==> src/rtl/sif_pkg.sv <==
// Shared definitions for the SIF XA/WA buffer: the operation decode and the
// bit positions of the XA status word.
package sif_pkg;

    // The encoding is the concatenation {rst_n, xa_wr_s, xa_rd_s}.
    typedef enum logic [2:0] {
        OP_RESET   = 3'b000,
        OP_IDLE    = 3'b100,
        OP_READ    = 3'b101,
        OP_WRITE   = 3'b110,
        OP_ILLEGAL = 3'b111
    } e_operation_t;

    localparam int STAT_OVF     = 15;
    localparam int STAT_ILL     = 14;
    localparam int STAT_CNT_LSB = 0;
    localparam int STAT_CNT_W   = 8;

    function automatic e_operation_t op_decode(input logic rst_n,
                                               input logic wr,
                                               input logic rd);
        if (!rst_n) begin
            return OP_RESET;
        end
        case ({wr, rd})
            2'b10:   return OP_WRITE;
            2'b01:   return OP_READ;
            2'b11:   return OP_ILLEGAL;
            default: return OP_IDLE;
        endcase
    endfunction

endpackage

==> src/rtl/sif_fifo.sv <==
// Show-ahead FIFO: the head word is always visible on o_data. A push while full
// is taken only if a pop happens in the same cycle.
module sif_fifo
    import sif_pkg::*;
#(
    parameter  int DATA_W = 16,
    parameter  int DEPTH  = 4,
    localparam int CNT_W  = $clog2(DEPTH) + 1,
    localparam int PTR_W  = $clog2(DEPTH)
) (
    input  logic              clk,
    input  logic              rst_n,
    input  logic              i_push,
    input  logic              i_pop,
    input  logic [DATA_W-1:0] i_data,
    output logic [DATA_W-1:0] o_data,
    output logic [CNT_W-1:0]  o_count,
    output logic              o_full,
    output logic              o_empty
);

    logic [DATA_W-1:0] r_mem [DEPTH];
    logic [PTR_W-1:0]  r_wr_ptr;
    logic [PTR_W-1:0]  r_rd_ptr;
    logic [CNT_W-1:0]  r_count;

    logic w_push;
    logic w_pop;

    assign o_full  = (r_count == CNT_W'(DEPTH));
    assign o_empty = (r_count == '0);
    assign w_pop   = i_pop && !o_empty;
    assign w_push  = i_push && (!o_full || w_pop);

    // Storage is cleared on reset so the head word reads zero afterwards.
    always_ff @(posedge clk or negedge rst_n) begin
        if (!rst_n) begin
            for (int i = 0; i < DEPTH; i++) begin
                r_mem[i] <= '0;
            end
            r_wr_ptr <= '0;
            r_rd_ptr <= '0;
            r_count  <= '0;
        end else begin
            if (w_push) begin
                r_mem[r_wr_ptr] <= i_data;
                r_wr_ptr        <= r_wr_ptr + 1'b1;
            end
            if (w_pop) begin
                r_rd_ptr <= r_rd_ptr + 1'b1;
            end
            case ({w_push, w_pop})
                2'b10:   r_count <= r_count + 1'b1;
                2'b01:   r_count <= r_count - 1'b1;
                default: r_count <= r_count;
            endcase
        end
    end

    assign o_data  = r_mem[r_rd_ptr];
    assign o_count = r_count;

endmodule

==> src/rtl/sif_xa_wa_buffer.sv <==
// XA-to-WA buffer stage: decodes XA strobes, pushes writes into a show-ahead
// FIFO, answers status reads and keeps sticky overflow/illegal flags.
module sif_xa_wa_buffer
    import sif_pkg::*;
#(
    parameter  int DATA_W = 16,
    parameter  int DEPTH  = 4,
    localparam int CNT_W  = $clog2(DEPTH) + 1
) (
    input  logic              clk,
    input  logic              rst_n,
    input  logic              xa_wr_s,
    input  logic              xa_rd_s,
    input  logic [DATA_W-1:0] xa_data_in,
    output logic [DATA_W-1:0] xa_data_out,
    output logic              xa_rd_valid,
    output logic              xa_err,
    output logic [DATA_W-1:0] wa_data,
    output logic              wa_valid,
    input  logic              wa_ready,
    output logic              full,
    output logic              empty
);

    e_operation_t      w_op;
    logic              w_is_write;
    logic              w_is_read;
    logic              w_is_illegal;
    logic              w_pop;
    logic              w_push;
    logic              w_ovf_evt;
    logic [CNT_W-1:0]  w_count;
    logic              w_full;
    logic              w_empty;
    logic [DATA_W-1:0] w_status;

    logic              r_ovf;
    logic              r_ill;
    logic              r_rd_valid;
    logic [DATA_W-1:0] r_data_out;

    assign w_op         = op_decode(rst_n, xa_wr_s, xa_rd_s);
    assign w_is_write   = (w_op == OP_WRITE);
    assign w_is_read    = (w_op == OP_READ);
    assign w_is_illegal = (w_op == OP_ILLEGAL);

    // A write into a full FIFO survives only when the consumer frees a slot now.
    assign w_pop     = !w_empty && wa_ready;
    assign w_push    = w_is_write && (!w_full || w_pop);
    assign w_ovf_evt = w_is_write && w_full && !w_pop;

    sif_fifo #(
        .DATA_W (DATA_W),
        .DEPTH  (DEPTH)
    ) u_fifo (
        .clk     (clk),
        .rst_n   (rst_n),
        .i_push  (w_push),
        .i_pop   (w_pop),
        .i_data  (xa_data_in),
        .o_data  (wa_data),
        .o_count (w_count),
        .o_full  (w_full),
        .o_empty (w_empty)
    );

    always_comb begin
        w_status = '0;
        w_status[STAT_OVF] = r_ovf;
        w_status[STAT_ILL] = r_ill;
        w_status[STAT_CNT_LSB +: STAT_CNT_W] = STAT_CNT_W'(w_count);
    end

    // Reads clear the flags they report; a read cycle cannot carry a new event.
    always_ff @(posedge clk or negedge rst_n) begin
        if (!rst_n) begin
            r_ovf      <= 1'b0;
            r_ill      <= 1'b0;
            r_rd_valid <= 1'b0;
            r_data_out <= '0;
        end else begin
            r_rd_valid <= w_is_read;
            if (w_is_read) begin
                r_data_out <= w_status;
                r_ovf      <= 1'b0;
                r_ill      <= 1'b0;
            end else begin
                if (w_ovf_evt) begin
                    r_ovf <= 1'b1;
                end
                if (w_is_illegal) begin
                    r_ill <= 1'b1;
                end
            end
        end
    end

    assign xa_data_out = r_data_out;
    assign xa_rd_valid = r_rd_valid;
    assign xa_err      = r_ovf | r_ill;
    assign wa_valid    = !w_empty;
    assign full        = w_full;
    assign empty       = w_empty;

endmodule

==> config.mk <==
export PLATFORM = sky130hd
export DESIGN_NAME = sif_xa_wa_buffer
export DESIGN_NICKNAME = d
export VERILOG_FILES = /design/src/rtl/sif_pkg.sv /design/src/rtl/sif_fifo.sv /design/src/rtl/sif_xa_wa_buffer.sv
export SDC_FILE = /design/constraint.sdc
export NUM_CORES = 1
export LEC_CHECK = 0
export BUFFER_PORTS_ARGS = -buffer_cell sky130_fd_sc_hd__buf_4
export CORE_MARGIN = 2
export CORE_UTILIZATION = 61
export DETAILED_ROUTE_END_ITERATION = 7
export HOLD_SLACK_MARGIN = 0.02
export MAX_ROUTING_LAYER = met4
export PLACE_DENSITY = 0.86
export SYNTH_ARGS = -nofsm -noshare
export SYNTH_HDL_FRONTEND = slang
export SYNTH_SLANG_ARGS = --single-unit
==> constraint.sdc <==
create_clock -name clk -period 6.4 [get_ports clk]
set_clock_uncertainty 0.1 [all_clocks]
set_input_delay 0.96 -clock clk [delete_from_list [all_inputs] [get_ports clk]]
set_output_delay 0.96 -clock clk [all_outputs]
set_load 0.02 [all_outputs]
==> results.json <==
{
  "crit_arrival_ps": 2250,
  "crit_type": "flip-flop to primary output",
  "syn-cell-area_um2": 3810,
  "period_share_pct": 51.8,
  "whs_path_depth": 1,
  "setup_slack_ps": 3090,
  "io_pins": 58,
  "p_sw_mw": 0.740,
  "fin_nets": 300,
  "totalWireLength_mm": 6.36,
  "post_cts_resized": 0,
  "placed_area_um2": 4090,
  "die_w_um": 83.1,
  "diodes": 0,
  "dp_hpwl_mm": 4.22,
  "areaGrowthSynthToFinish_pct": 11.8,
  "vias_per_cell": 5.57,
  "holdWs_ps": 405,
  "seqPwrFrac_pct": 41.8,
  "grt_pass1_wl_mm": 10.8,
  "critPathCaptureType": "primary output",
  "ys_seq_area_share_pct": 51.8,
  "hold_violations": 0,
  "finalSetupTns_ps": 0,
  "power.total_mw": 2.22,
  "swShare_pct": 33.3,
  "drv_slew": 0,
  "post-place-ws_ps": 2740,
  "clock-root-buffer": "clkbuf_8",
  "cp_slowest_cell": "dfrtp_1",
  "htreeDepth": 3,
  "clk_latency_ps": 350,
  "worstMarginPinSlew_ps": 1120,
  "crit-reg2reg-launch": "u_fifo.o_count[0]",
  "numCtsBuffers": 9,
  "synthCells": 227,
  "first_global_vias": 2077,
  "nFillCells": 404,
  "run_status": "finished, final reports clean",
  "cts_tree": "built",
  "grt_max_degree": 83,
  "pwr-share-comb_pct": 43.3,
  "clk_pin_slew_ps": 70,
  "crit_start": "u_fifo.r_rd_ptr[0]",
  "fin_util_pct": 71.2,
  "vias": 1965,
  "final_cell_count_no_fill": 353,
  "syn_area_per_cell_um2": 16.8,
  "cp-start-kind": "flip-flop",
  "crit_family": "flip-flops",
  "die-area_um2": 6900,
  "drive_gt1_share_pct": 55.4,
  "stdcell_area_um2": 4260,
  "period_minus_slack_ps": 3310,
  "ys_seq_elements": 79,
  "irDropWorstVdd_uv": 292,
  "crit_path_cell_trace": "mux4_2, buf_4",
  "cp_max_fo": 18,
  "timing.rr.end": "u_fifo.o_count[2]",
  "place.gp.congestion": 0.718,
  "yosysUniqueCellTypes": 28,
  "path_buf_inv": 1,
  "drt-initial-drc-count": 83,
  "clock_power_share_pct": 14.9,
  "die_h_um": 83.1,
  "grt_usage_pct": 20.8,
  "ant_nets": 0,
  "fp-row-count": 28,
  "whs_endpoint": "u_fifo.r_mem[16]",
  "hold_class": "flip-flop to flip-flop",
  "grt_antenna_before_repair": 0,
  "rsz0062_at_grt": "false",
  "power_density_nw_per_um2": 521,
  "cts_setup_buffers": 0,
  "finalSetupViolCount": 0,
  "cts_hold_buf": 0,
  "cpPeakStageDelay_ps": 1090,
  "ys_warn_count": 0,
  "cts_buffer_depth": 2,
  "overflow": 0,
  "rr_worst_depth": 8,
  "p_leak_nw": 2.13,
  "drc": 0,
  "initial_utilization_pct": 63.7,
  "required_ps": 5340,
  "worstHoldStart": "u_fifo.r_mem[16]",
  "dp.cells": 337,
  "drt_pass1_iterations": 4,
  "numPortBuffers": 46,
  "wl_per_cell_um": 18.0,
  "max-slew-margin-rel_pct": 25.2,
  "fmax_mhz": 302,
  "clock-sinks": 79,
  "p_int_mw": 1.48,
  "ff2ff_setup_slack_ps": 3740,
  "coreArea_um2": 5990,
  "drv_cap": 0
}
-- worst max path at each step --
| stage | endpoint | slack (ps) | cells past startpoint |
|---|---|---|---|
| floorplan | u_fifo.o_count[2] | 3540 | 9 |
| global placement | u_fifo.o_count[2] | 2840 | 9 |
| detailed placement | u_fifo.o_count[2] | 2740 | 9 |
| CTS | wa_data[9] | 3030 | 2 |
| global route | u_fifo.o_count[2] | 2860 | 9 |
| finish | wa_data[9] | 3090 | 2 |
-- cell usage in the layout (no fill, tap or decap), types with 2 or more instances in the layout --
master	Yosys	routed
buf_4	11	46
clkbuf_8	0	11
clkinv_2	0	4
conb_1	1	11
dfrtp_1	79	79
ha_1	5	5
inv_1	8	8
mux2_2	29	29
mux2_4	40	40
mux4_2	16	16
nand2_1	5	5
nand3_4	4	4
o21ai_0	2	2
xnor2_1	3	3
xor2_1	3	3
-- sequential cells by signal, summed over array words and instances, names as in the netlist --
signal	cells
r_ill	1
r_ovf	1
u_fifo.o_count	3
u_fifo.r_mem	64
u_fifo.r_rd_ptr	2
u_fifo.r_wr_ptr	2
xa_data_out	5
xa_rd_valid	1
-- cell usage after synthesis (all sizes together) --
cell | count | area, µm²
a22o | 1 | 8.76
and3 | 1 | 7.51
and3b | 1 | 8.76
buf | 19 | 195
clkbuf | 2 | 7.51
conb | 1 | 3.75
dfrtp | 79 | 1980
fa | 1 | 20.0
ha | 5 | 62.6
inv | 8 | 30.0
mux2 | 69 | 927
mux2i | 1 | 10.0
mux4 | 16 | 360
nand2 | 5 | 18.8
nand3 | 4 | 70.1
nand3b | 1 | 7.51
nor2 | 1 | 3.75
o21ai | 2 | 10.0
o31a | 1 | 10.0
or2 | 1 | 6.26
or3 | 1 | 7.51
or4b | 1 | 10.0
xnor2 | 3 | 26.3
xor2 | 3 | 26.3
-- cell type report --
| cell class | instances | area (µm²) | share of cell area (%) |
|---|---|---|---|
| clock buffer | 12 | 155 | 3.64 |
| sequential | 79 | 1980 | 46.4 |
| multi-input combinational | 129 | 1640 | 38.5 |
| tap | 75 | 93.8 | 2.20 |
| clock inverter | 4 | 20.0 | 0.469 |
| inverter | 8 | 30.0 | 0.704 |
| timing repair buffer | 46 | 345 | 8.10 |
-- cells by family after synthesis --
family / Yosys count / synth area share (%)
and+or+nand+nor: 16 / 3.67
AOI/OAI and AO/OA: 4 / 0.754
DFF: 79 / 51.8
adders and majority gates: 6 / 2.16
buffers and inverters: 29 / 6.10
xor gates and xnor gates: 6 / 1.38
muxes: 86 / 34.0
other: 1 / 0.0983
-- power groups by stage --
stage | logic [mW] | registers (mW) | clock network, mW
after global placement | 0.946 | 0.916 | 0
after CTS | 0.975 | 0.928 | 0.338
final | 0.961 | 0.928 | 0.330
after detailed placement | 0.974 | 0.933 | 0
after global routing | 1.03 | 0.961 | 0.357
after floorplan | 0.759 | 0.843 | 0
-- per-layer routing --
metal	GRT usage [%]	routed length (µm)	vias to the layer above
li1	-	-	883
met1	27.5	2730	1027
met2	31.6	3280	42
met3	5.27	256	13
met4	7.60	95	0
met5	-	0	-
(Power assumes the default switching activity.)
